--- src/rtl/sipo_pkg.sv ---
// Shared types and helpers for the serial-to-parallel deserialiser.
// Latency: n/a (types, constants and elaboration-time functions only).
// Backpressure: n/a.
// Optional feature macro: SIPO_PARITY_EN (adds one parity bit per frame).
package sipo_pkg;

    // Bit order inside the assembled word.
    typedef enum logic {
        SIPO_LSB_FIRST = 1'b0,
        SIPO_MSB_FIRST = 1'b1
    } sipo_order_e;

    // Counter width. There is headroom for WIDTH+1 so the parity-bit slot
    // can still be counted.
    function automatic int sipo_cnt_w(input int width);
        return $clog2(width + 2);
    endfunction

    // Serial bits per frame: the data bits, plus the parity bit when enabled.
    function automatic int sipo_frame_len(input int width);
`ifdef SIPO_PARITY_EN
        return width + 1;
`else
        return width;
`endif
    endfunction

endpackage

--- src/rtl/sipo_out_hold.sv ---
// One-word output holding register with valid/ready handshake and sticky error flags.
// Latency: a completed word is visible on parallel_out_o/out_valid_o the cycle after load_vld_i.
// Backpressure: a word completing while the held word is unaccepted is dropped; overrun_o is then set.
// Ports:
//   clock, reset          rising-edge clock, async active-high reset
//   load_vld_i/_dat_i     word completed by the shifter this cycle
//   par_evt_i             parity mismatch detected on the completing frame
//   clear_err_i           clears sticky flags (a new event on the same edge wins)
//   out_ready_i           consumer accepts the held word
//   parallel_out_o        held word
//   out_valid_o           held word is valid
//   overrun_o             sticky: word dropped
//   parity_err_o          sticky: parity mismatch
module sipo_out_hold #(
    parameter int WIDTH = 8
) (
    input  logic             clock,
    input  logic             reset,
    input  logic             load_vld_i,
    input  logic [WIDTH-1:0] load_dat_i,
    input  logic             par_evt_i,
    input  logic             clear_err_i,
    input  logic             out_ready_i,
    output logic [WIDTH-1:0] parallel_out_o,
    output logic             out_valid_o,
    output logic             overrun_o,
    output logic             parity_err_o
);

    logic [WIDTH-1:0] dat_q, dat_d;
    logic             valid_q, valid_d;
    logic             ovr_q, ovr_d;
    logic             perr_q, perr_d;
    logic             take, load, drop;

    always_comb begin
        take    = valid_q && out_ready_i;
        // The slot is free if it is empty, or if it is emptied on this same edge.
        load    = load_vld_i && (!valid_q || out_ready_i);
        drop    = load_vld_i && valid_q && !out_ready_i;

        dat_d   = dat_q;
        valid_d = valid_q;
        if (load) begin
            dat_d   = load_dat_i;
            valid_d = 1'b1;
        end else if (take) begin
            valid_d = 1'b0;
        end

        // Set has priority over clear.
        ovr_d  = drop      | (ovr_q  & ~clear_err_i);
        perr_d = par_evt_i | (perr_q & ~clear_err_i);
    end

    always_ff @(posedge clock or posedge reset) begin
        if (reset) begin
            dat_q   <= '0;
            valid_q <= 1'b0;
            ovr_q   <= 1'b0;
            perr_q  <= 1'b0;
        end else begin
            dat_q   <= dat_d;
            valid_q <= valid_d;
            ovr_q   <= ovr_d;
            perr_q  <= perr_d;
        end
    end

    assign parallel_out_o = dat_q;
    assign out_valid_o    = valid_q;
    assign overrun_o      = ovr_q;
    assign parity_err_o   = perr_q;

endmodule

--- src/rtl/sipo_deser.sv ---
// Parametrised serial-to-parallel deserialiser with frame sync and a one-word output holding register.
// Latency: the word is valid the cycle after the edge that accepts the last bit of its frame.
// Backpressure: none on the serial side; a completed word is dropped (sticky overrun) if the held word is unaccepted.
// Optional macro SIPO_PARITY_EN: frame = WIDTH data bits + 1 parity bit; PARITY_ODD selects the parity sense.
// Ports:
//   clock, reset                    rising-edge clock, async active-high reset
//   serial_in, serial_valid         qualified serial bit stream
//   sync                            restart the frame (the held word and flags are untouched)
//   clear_err                       clear the sticky flags
//   parallel_out, out_valid,        output word with valid/ready handshake
//   out_ready
//   bit_count                       bits accepted in the current frame
//   overrun, parity_err             sticky error flags
module sipo_deser
    import sipo_pkg::*;
#(
    parameter int WIDTH      = 8,
    parameter int MSB_FIRST  = 1,
    parameter int PARITY_ODD = 0
) (
    input  logic                          clock,
    input  logic                          reset,
    input  logic                          serial_in,
    input  logic                          serial_valid,
    input  logic                          sync,
    input  logic                          clear_err,
    output logic [WIDTH-1:0]              parallel_out,
    output logic                          out_valid,
    input  logic                          out_ready,
    output logic [sipo_cnt_w(WIDTH)-1:0]  bit_count,
    output logic                          overrun,
    output logic                          parity_err
);

    localparam int          CW    = sipo_cnt_w(WIDTH);
    localparam int          FRAME = sipo_frame_len(WIDTH);
    localparam sipo_order_e ORDER = (MSB_FIRST != 0) ? SIPO_MSB_FIRST : SIPO_LSB_FIRST;

    logic [WIDTH-1:0] shift_q, shift_d;
    logic [CW-1:0]    cnt_q, cnt_d;
    logic             done;
    logic             par_evt;

    // MSB-first shifts left and inserts at bit 0, so the first bit ends in the MSB.
    // LSB-first shifts right and inserts at the MSB, so the first bit ends in bit 0.
    function automatic logic [WIDTH-1:0] ins_bit(input logic [WIDTH-1:0] base, input logic b);
        if (ORDER == SIPO_MSB_FIRST) begin
            return {base[WIDTH-2:0], b};
        end
        return {b, base[WIDTH-1:1]};
    endfunction

    always_comb begin
        shift_d = shift_q;
        cnt_d   = cnt_q;
        done    = 1'b0;
        if (sync) begin
            // A bit that arrives with sync is the first bit of the new frame.
            // A frame is at least two bits, so this edge can never complete a word.
            shift_d = '0;
            cnt_d   = '0;
            if (serial_valid) begin
                shift_d = ins_bit('0, serial_in);
                cnt_d   = CW'(1);
            end
        end else if (serial_valid) begin
            // Only data slots go into the shifter. The parity slot (count == WIDTH)
            // is only checked.
            if (cnt_q < CW'(WIDTH)) begin
                shift_d = ins_bit(shift_q, serial_in);
            end
            if (cnt_q == CW'(FRAME - 1)) begin
                done  = 1'b1;
                cnt_d = '0;
            end else begin
                cnt_d = cnt_q + CW'(1);
            end
        end
    end

`ifdef SIPO_PARITY_EN
    // On the parity-bit edge, shift_q already holds all WIDTH data bits.
    assign par_evt = done && ((^shift_q ^ serial_in) != 1'(PARITY_ODD));
`else
    assign par_evt = 1'b0;
`endif

    always_ff @(posedge clock or posedge reset) begin
        if (reset) begin
            shift_q <= '0;
            cnt_q   <= '0;
        end else begin
            shift_q <= shift_d;
            cnt_q   <= cnt_d;
        end
    end

    assign bit_count = cnt_q;

    // shift_d is the finished word on the completing edge in both frame formats.
    sipo_out_hold #(
        .WIDTH (WIDTH)
    ) u_hold (
        .clock          (clock),
        .reset          (reset),
        .load_vld_i     (done),
        .load_dat_i     (shift_d),
        .par_evt_i      (par_evt),
        .clear_err_i    (clear_err),
        .out_ready_i    (out_ready),
        .parallel_out_o (parallel_out),
        .out_valid_o    (out_valid),
        .overrun_o      (overrun),
        .parity_err_o   (parity_err)
    );

endmodule

--- config.mk ---
export PLATFORM = sky130hd
export DESIGN_NAME = sipo_deser
export DESIGN_NICKNAME = d
export VERILOG_FILES = /design/src/rtl/sipo_pkg.sv /design/src/rtl/sipo_out_hold.sv /design/src/rtl/sipo_deser.sv
export SDC_FILE = /design/constraint.sdc
export NUM_CORES = 1
export LEC_CHECK = 0
export BUFFER_PORTS_ARGS = -buffer_cell sky130_fd_sc_hd__buf_2
export CAP_MARGIN = 20
export CORE_MARGIN = 8
export CORE_UTILIZATION = 56
export CTS_CLUSTER_SIZE = 8
export DETAILED_ROUTE_END_ITERATION = 16
export HOLD_SLACK_MARGIN = 0.08
export MAX_ROUTING_LAYER = met4
export PLACE_DENSITY = 0.82
export SYNTH_ARGS = -nofsm -noshare
export SYNTH_HDL_FRONTEND = slang
export SYNTH_HIERARCHICAL = 1
export SYNTH_SLANG_ARGS = --single-unit
export TNS_END_PERCENT = 100
--- constraint.sdc ---
create_clock -name clock -period 3.3 [get_ports clock]
set_input_delay 0.495 -clock clock [delete_from_list [all_inputs] [get_ports clock]]
set_output_delay 0.495 -clock clock [all_outputs]
set_load 0.05 [all_outputs]
# == Word level (Yosys, flattened, before mapping) ==
# Index checks and enable logic that the tools add are counted.
# word_totals
output_inout_bits,15
elab_cells,42
reg_bits,23
inputBits,7
# op_classes
n_eq_ne,1
bitwise_logic,4
n_addsub,1
reduce_logical,9
muxes,20
order_cmp,1
# ops
operator,n
$mux W8,6
$mux W4,3
$mux W1,11
$add A4 B1 Y4 const B,1
$eq A4 B3 Y1 const B,1
$logic_and A1 B1 Y1,4
$lt A4 B4 Y1 const B,1
$reduce_bool A2 Y1,2
$and A1 B1 Y1,2
$logic_not A1 Y1,2
$logic_or A1 B1 Y1,1
$not A1 Y1,1
$or A1 B1 Y1,1

# == Depth between registers and ports, before layout ==
# Gate-level depths: netlist of the first run.
# logic_depth
ltp_word,8
mapped_depth,6
mapped_depth_nobuf,5

# == Modules after synthesis ==
# Netlist of the first run, hierarchy kept.
# by_module_without_submodules
mod,seq_area_each_um2,n_inst,area_per_inst_um2,cells_each
sipo_deser,300.3,1,573.0,62
sipo_out_hold,275.3,1,451.7,27

# == Worst setup path after synthesis of the first run ==
# Ideal clock, no wire load.
# synth_timing
path_type,register to register
startpoint,"register cnt_q[0], in the netlist bit_count[0]"
endpoint,"register u_hold.dat_q[1], in the netlist u_hold/parallel_out_o[1]"
period_less_slack_ps,1911
n_path_buf,0
required_time_ps,3175
path_stages_with_launch,6
t_arrival_ps,1786
path_slack_ps,1389
setup_ps,125
cell_sequence,dfrtp_1 ha_1 nand2_1 nor3_1 nand2_4 mux2_4
# synth_via
elab_chain_len,5
word_cells_on_any_way,9
classes_between,order compare (1); eq/ne (1); mux (6); reduce/logical (1)
# synth_lines
item,line,text
start: declaration,sipo_deser.sv:40,"logic [CW-1:0] cnt_q, cnt_d;"
start signal: assignment,sipo_deser.sv:94,cnt_q <= cnt_d;
$eq A4 B3 Y1,sipo_deser.sv:72,if (cnt_q == CW'(FRAME - 1)) begin
$mux W1,sipo_deser.sv:72,
$mux W1,sipo_deser.sv:66,end else if (serial_valid) begin
$mux W1,sipo_deser.sv:57,if (sync) begin
via done,sipo_deser.sv:41,logic done;
$logic_and A1 B1 Y1,sipo_out_hold.sv:39,load = load_vld_i && (!valid_q || out_ready_i);
end signal: assignment,sipo_out_hold.sv:63,dat_q <= dat_d;
end: declaration,sipo_out_hold.sv:30,"logic [WIDTH-1:0] dat_q, dat_d;"
# The timed path passes the listed nets, and every way through them passes these cells.
# A chain may end at the register's enable or synchronous reset.

# == Worst setup path after layout of the first run ==
# layout_timing
startpoint,"register cnt_q[3], in the netlist bit_count[3]"
endpoint,"register u_hold.dat_q[3], in the netlist u_hold/parallel_out_o[3]"
# Same word-level chain as after synthesis.

==> results of run 1 <==
critical path: cells and delay by family, from the launching register on:
kind / cells / cell delay, ns
simple gates: 3 / 0.94
flops: 1 / 0.48
mux: 1 / 0.35
final cells by class:
class | count | area share, %
Clock buffer | 3 | 1.931
Multi-Input combinational cell | 57 | 34.76
Inverter | 5 | 1.609
Sequential cell | 23 | 49.36
Clock inverter | 1 | 0.6438
Timing Repair Buffer | 21 | 9.013
Tap cell | 25 | 2.682
registers in the layout (all words and copies together), names as in the netlist:
name,flops
u_hold/overrun_o,1
u_hold/out_valid_o,1
shift_q,8
u_hold/parallel_out_o,8
u_hold/parity_err_o,1
bit_count,4
worst min-delay path by stage:
stage | slack [ns] | depth (start not counted) | end
finish | 0.16 | 2 | u_hold/overrun_o$_DFF_PP0_
global route | 0.20 | 2 | u_hold/parallel_out_o[6]$_DFFE_PP0P_
CTS | 0.17 | 2 | u_hold/parallel_out_o[7]$_DFFE_PP0P_
detailed placement | 0.47 | 1 | u_hold/parity_err_o$_DFF_PP0_
global placement | 0.46 | 1 | u_hold/parity_err_o$_DFF_PP0_
floorplan | 0.35 | 1 | u_hold/out_valid_o$_DFFE_PP0P_
layer usage:
layer,up-vias,global-route usage (%)
li1,334,-
met1,336,14.36
met2,21,20.87
met3,4,2.826
met4,0,6.826
met5,-,-
metrics by stage:
stage,cell area [um^2],util (%),setup WS [ns],power (mW),std cells
floorplan,1025,-,1.389,0.3452,89
global placement,1136,65.80,1.425,0.3574,131
detailed placement,1136,65.80,1.314,0.3602,131
CTS,1166,67.54,1.452,0.4910,135
global route,1166,67.54,1.305,0.5012,135
finish,1166,67.54,1.437,0.4851,135
cells by family after synthesis:
family          share of synthesized area (%)
buf+inv                                 4.273
other cells                            0.3659
fa+ha+maj                               1.221
xor+xnor                               0.8549
simple gates                            16.00
mux                                     12.70
compound gates                          8.426
flops                                   56.17
power by group through the flow:
| stage | combinational [mW] | sequential, mW | clock (mW) |
|---|---|---|---|
| finish | 0.0587 | 0.295 | 0.131 |
| global route | 0.0643 | 0.297 | 0.140 |
| floorplan | 0.0266 | 0.319 | 0 |
| CTS | 0.0597 | 0.295 | 0.136 |
| detailed placement | 0.0595 | 0.301 | 0 |
| global placement | 0.0571 | 0.300 | 0 |
cell usage after synthesis (all sizes together):
cell type / count / area [um^2]
a21o: 1 / 7.510
a21oi: 9 / 48.80
buf: 3 / 21.27
clkbuf: 1 / 3.750
conb: 1 / 3.750
dfrtp: 23 / 575.6
ha: 1 / 12.51
inv: 5 / 18.77
mux2: 8 / 120.1
mux2i: 1 / 10.01
nand2: 21 / 86.33
nand2b: 2 / 20.02
nand4: 1 / 12.51
nor2: 2 / 7.510
nor2b: 3 / 18.77
nor3: 1 / 5.000
nor3b: 1 / 7.510
o21ai: 1 / 5.000
o2bb2ai: 1 / 8.760
o32ai: 1 / 16.27
or3: 1 / 6.260
xor2: 1 / 8.760
==> flow_summary.yaml, run 1 <==
sta:
  setup_violations: 0
  worstMarginPinSlew_ns: 0.5327
  setup_tns_ns: 0
  rsz0062_at_grt: "false"
  hold_ws_ns: 0.1640
  final-hold-violation-count: 0
  fmax_mhz: 536.8
  finalMaxSlewViolations: 0
  timing.final.crit_share_pct: 56.45
  fin_crit_ns: 1.863
  fin_skew_ns: 0.007274
  maxSlewHeadroom_pct: 64.41
power:
  p_sw_uw: 133.9
  p_leak_nw: 0.6199
  power_frac_clock_pct: 27.0
  p_int_uw: 351.2
  pwr-share-seq_pct: 60.9
  power.density_mw_per_mm2: 416.0
  combPwrFrac_pct: 12.1
  vdd_drop_max_uv: 234.3
  swShare_pct: 27.60
grt:
  grt_pass1_vias: 758
  grt_overflow_total: 0
  grt_max_degree: 16
  antenna_found_initial: 0
  grt_pass1_wl_mm: 3.312
  grtUsageTotal_pct: 12.82
critical_path:
  crit_type: "register to register"
  r2r-end: "u_hold/parallel_out_o[3]$_DFFE_PP0P_"
  path_max_fanout: 8
  slowest_delay_ns: 0.48
  r2r_slack_ns: 1.44
  critical_path_required_ns: 3.51
  worst_r2r_path_depth: 4
  r2r_start: "bit_count[3]$_DFFE_PP0P_"
  cp_slowest_cell: "dfrtp_1"
  cp-startpoint: "bit_count[3]$_DFFE_PP0P_"
  start_kind: "register"
  worstPathArrival_ns: 2.07
  crit_end: "u_hold/parallel_out_o[3]$_DFFE_PP0P_"
  end_kind: "register"
  crit_chain: "nand2b_1 > nor3_1 > nand2_4 > mux2_4"
clock_network:
  cts_setup_buffers: 0
  cts_hold_buffers: 0
  cts_buffers: 3
  cts_tree: "yes"
  cts_max_level: 1
  path_clk_slew_ns: 0.13
  cts_root_buffer: "clkbuf_4"
  cts-resized-gates: 0
  clock-sinks: 23
  clkLatencyLatePin_ns: 0.31
  cts_buffer_depth: 2
logic_synthesis:
  ys.warnings.count: 6
  synth_seq_cells: 23
  ys_types: 26
  yosysSeqAreaShare_pct: 56.17
  synth_cells: 89
  synth.cell_area_mm2: 0.001025
  synth_nets: 97
  syn_avg_cell_area_um2: 11.51
flow_run:
  maxCapViolations: 0
route:
  antenna_left: 0
  num_vias: 695
  highest_layer: "met4"
  met1Wirelength_um: 868
  wire_per_inst_um: 14.24
  drt-vias-per-instance: 5.148
  drc: 0
  wirelength_mm: 1.922
  wl_met3_um: 74
  drt_first_pass_iters: 4
  wl_met2_um: 952
  drtIter0Drc: 21
floorplan:
  start_util_pct: 59.35
  die_w_um: 58.78
  dieArea_mm2: 0.003455
  core_area_mm2: 0.001727
  pin_count: 22
  die-height_um: 58.78
  num_rows: 15
placement:
  dpl.hpwl_mm: 1.460
  gp_congestion: 0.7867
  port_buffers: 21
final_layout:
  final_cell_mix: "23 x dfrtp_1, 21 x buf_2, 20 x nand2_1, 8 x a21oi_1, 8 x mux2_4"
  nFillCells: 135
  area_delta_synth_final_pct: 13.80
  multi_input_comb_area_um2: 405.4
  layout.nets: 119
  drive_above_1_share_pct: 34.55
  seq_area_um2: 575.6
  n_antenna_cell: 0
  mostFrequentLayoutCell: "dfrtp_1"
outcome:
  status: "finished clean"
hold_path:
  hold_class: "primary input to async pin"
(Power assumes the default switching activity.)
==> inputs of run 2 (changes only) <==
- ABC_AREA: unset -> 1
- CORE_ASPECT_RATIO: unset -> 0.7
- CORE_UTILIZATION: 56 -> 47
- PLACE_DENSITY: 0.82 -> 0.73
- clock period: 3.3 -> 1.6 ns (I/O delays scaled with it)
==> run 2 against run 1 <==
Compared with the run above: first-iteration DRC count is 90% higher; synthesized area grew 4.9%; critical path depth increased by 5; non-clock buffer count is 4 higher; sequential share of layout area shrank 3.6 points; clock power up 100%; combinational power grew to 2.8 times the previous value; fmax rose by 27%; die area up 19%; synthesized cell count up 31%; clock skew decreased by 0.0010 ns; flip-flop and latch count unchanged; largest cell class unchanged; largest power group unchanged.
==> flow_summary.yaml, run 2 <==
logic_synthesis:
  synth_top_area_cell: "dfrtp_1"
  synth_cells: 117
  synthArstFlopShare_pct: 100.0
  synth.area.top_cells: "dfrtp_1 54%, nand2_1 12%, nand3_2 7.5%"
  ys.flop_type: "dfrtp_1"
  synth.cell_area_mm2: 0.001075
  synth_seq_cells: 23
  synth.most_common_cell: "nand2_1"
  ys_types: 19
  synth-edff-count: 0
  syn_avg_cell_area_um2: 9.186
  synth_nets: 125
  ys.warnings.count: 6
  synth.top_cell.area_share_pct: 53.55
  yosysSeqAreaShare_pct: 53.55
  synth.top_cells.by_count: "33 x nand2_1, 23 x dfrtp_1, 20 x nor2_1"
route:
  drt-vias-per-instance: 4.625
  drtIter0Drc: 40
  wirelength_mm: 2.154
  drc: 0
  wire_per_inst_um: 12.24
  drt_first_pass_iters: 4
  antenna_left: 0
  num_vias: 814
clock_network:
  cts_buffers: 3
  clock-sinks: 23
  cts_tree: "yes"
  cts_max_level: 1
  path_clk_slew_ns: 0.12
  clkLatencyLatePin_ns: 0.31
  cts_root_buffer: "clkbuf_4"
  cts_buffer_depth: 2
sta:
  setup_tns_ns: 0
  finalMaxSlewViolations: 0
  rsz0062_at_grt: "false"
  fin_crit_ns: 1.465
  timing.final.crit_share_pct: 91.57
  fmax_mhz: 682.5
  setup_violations: 0
  fin_skew_ns: 0.006275
  hold_ws_ns: 0.1078
  final-hold-violation-count: 0
grt:
  grt_overflow_total: 0
  grt_max_degree: 14
  grt_pass1_vias: 824
  grtUsageTotal_pct: 11.48
  grt_pass1_wl_mm: 3.698
  antenna_found_initial: 0
final_layout:
  final_cell_mix: "33 x nand2_1, 21 x dfrtp_1, 21 x buf_2, 19 x nor2_1, 9 x inv_1"
  fin_util_pct: 58.65
  area_delta_synth_final_pct: 17.58
  layout.nets: 153
  n_antenna_cell: 0
  mostFrequentLayoutCell: "nand2_1"
  drive_above_1_share_pct: 31.25
critical_path:
  cp_slowest_cell: "dfrtp_2"
  start_kind: "register"
  worst_r2r_path_depth: 9
  r2r_slack_ns: 0.13
  crit_type: "register to register"
  worstPathArrival_ns: 1.68
  end_kind: "register"
  crit_end: "u_hold/parallel_out_o[5]$_DFFE_PP0P_"
  critical_path_required_ns: 1.81
  r2r_start: "bit_count[1]$_DFFE_PP0P_"
  cpMostUsedCell: "nand2_1"
  slowest_delay_ns: 0.42
  r2r-end: "u_hold/parallel_out_o[5]$_DFFE_PP0P_"
  crit_chain: "ha_1 > nand2_1 > nor2_1 > inv_1 > nor2_2 > buf_12 > nand2_4 > nand2_1 > nand2_1"
  cp-startpoint: "bit_count[1]$_DFFE_PP0P_"
  path_max_fanout: 10
floorplan:
  start_util_pct: 49.88
  die_w_um: 73.16
  num_rows: 14
  dieArea_mm2: 0.004097
  die-height_um: 56.01
  pin_count: 22
  core_area_mm2: 0.002155
flow_run:
  maxCapViolations: 0
placement:
  gp_congestion: 0.8543
  port_buffers: 21
  dpl.hpwl_mm: 1.685
outcome:
  status: "finished clean"
power:
  p_leak_nw: 0.6975
  vdd_drop_max_uv: 469.6
  power_mw: 1.053
  power.density_mw_per_mm2: 833.4
hold_path:
  hold_class: "primary input to register"
[run 2: worst min path at each step]
stage	start	cells past startpoint	slack, ns	to
6_report	sync	2	0.11	bit_count[2]$_DFFE_PP0P_
5_1_grt	sync	2	0.09	bit_count[2]$_DFFE_PP0P_
4_1_cts	sync	2	0.09	bit_count[2]$_DFFE_PP0P_
3_5_place_dp	reset	2	0.26	u_hold/parallel_out_o[0]$_DFFE_PP0P_
3_3_place_gp	reset	2	0.25	u_hold/parallel_out_o[0]$_DFFE_PP0P_
2_1_floorplan	reset	1	0.09	u_hold/out_valid_o$_DFFE_PP0P_
[run 2: what timing repair did]
action / in CTS / in global routing
setup buffers: 0 / 1
hold endpoints to repair: 23 / 0
resized for setup: 0 / 1
hold buffers: 1 / 0
endpoints found under the setup margin: 0 / 8
[run 2: through the flow]
stage	cell area, um^2	setup WS, ns	cells
global route	1264	0.003356	176
finish	1264	0.1348	176
global placement	1216	0.1743	170
detailed placement	1216	0.08317	170
CTS	1254	0.06134	175
floorplan	1077	0.03011	117
[run 2: critical path, delay by kind of cell (launching register included)]
kind / cells / cell delay (ns)
adders and majority gates: 1 / 0.18
buffers and inverters: 2 / 0.24
DFF: 1 / 0.42
and+or+nand+nor: 6 / 0.52
[run 2: per-layer routing]
metal	vias up	track usage, %	share of wire [%]
met3	0	4.137	4.4
met1	381	14.26	48
met2	14	17.66	47
met4	0	1.705	0
met5	-	-	0
li1	419	-	-
[run 2: final cells by class]
type / count / area, um^2
fill: 201 / 890.9
sequential: 23 / 578.1
multi-input combinational: 81 / 421.7
timing repair buffer: 25 / 150.1
inverter: 11 / 46.29
tap: 32 / 40.04
clock buffer: 3 / 22.52
clock inverter: 1 / 5.005
[run 2: cells by family (layout without fill, tap and decap cells)]
group	count (synthesis)	after routing	share of synthesized area, %
AO/OA/AOI/OAI	9	9	5.122
XOR/XNOR	1	1	0.8150
adder cells (fa/ha/maj)	1	1	1.164
buffers and inverters	13	40	7.450
flip-flops	23	23	53.55
other	1	1	0.3489
AND/OR/NAND/NOR	69	69	31.55
[run 2: power by group]
| group | internal, mW | switching (mW) |
|---|---|---|
| combinational | 0.0452 | 0.117 |
| clock | 0.0934 | 0.171 |
| sequential | 0.608 | 0.0184 |
| total | 0.747 | 0.306 |
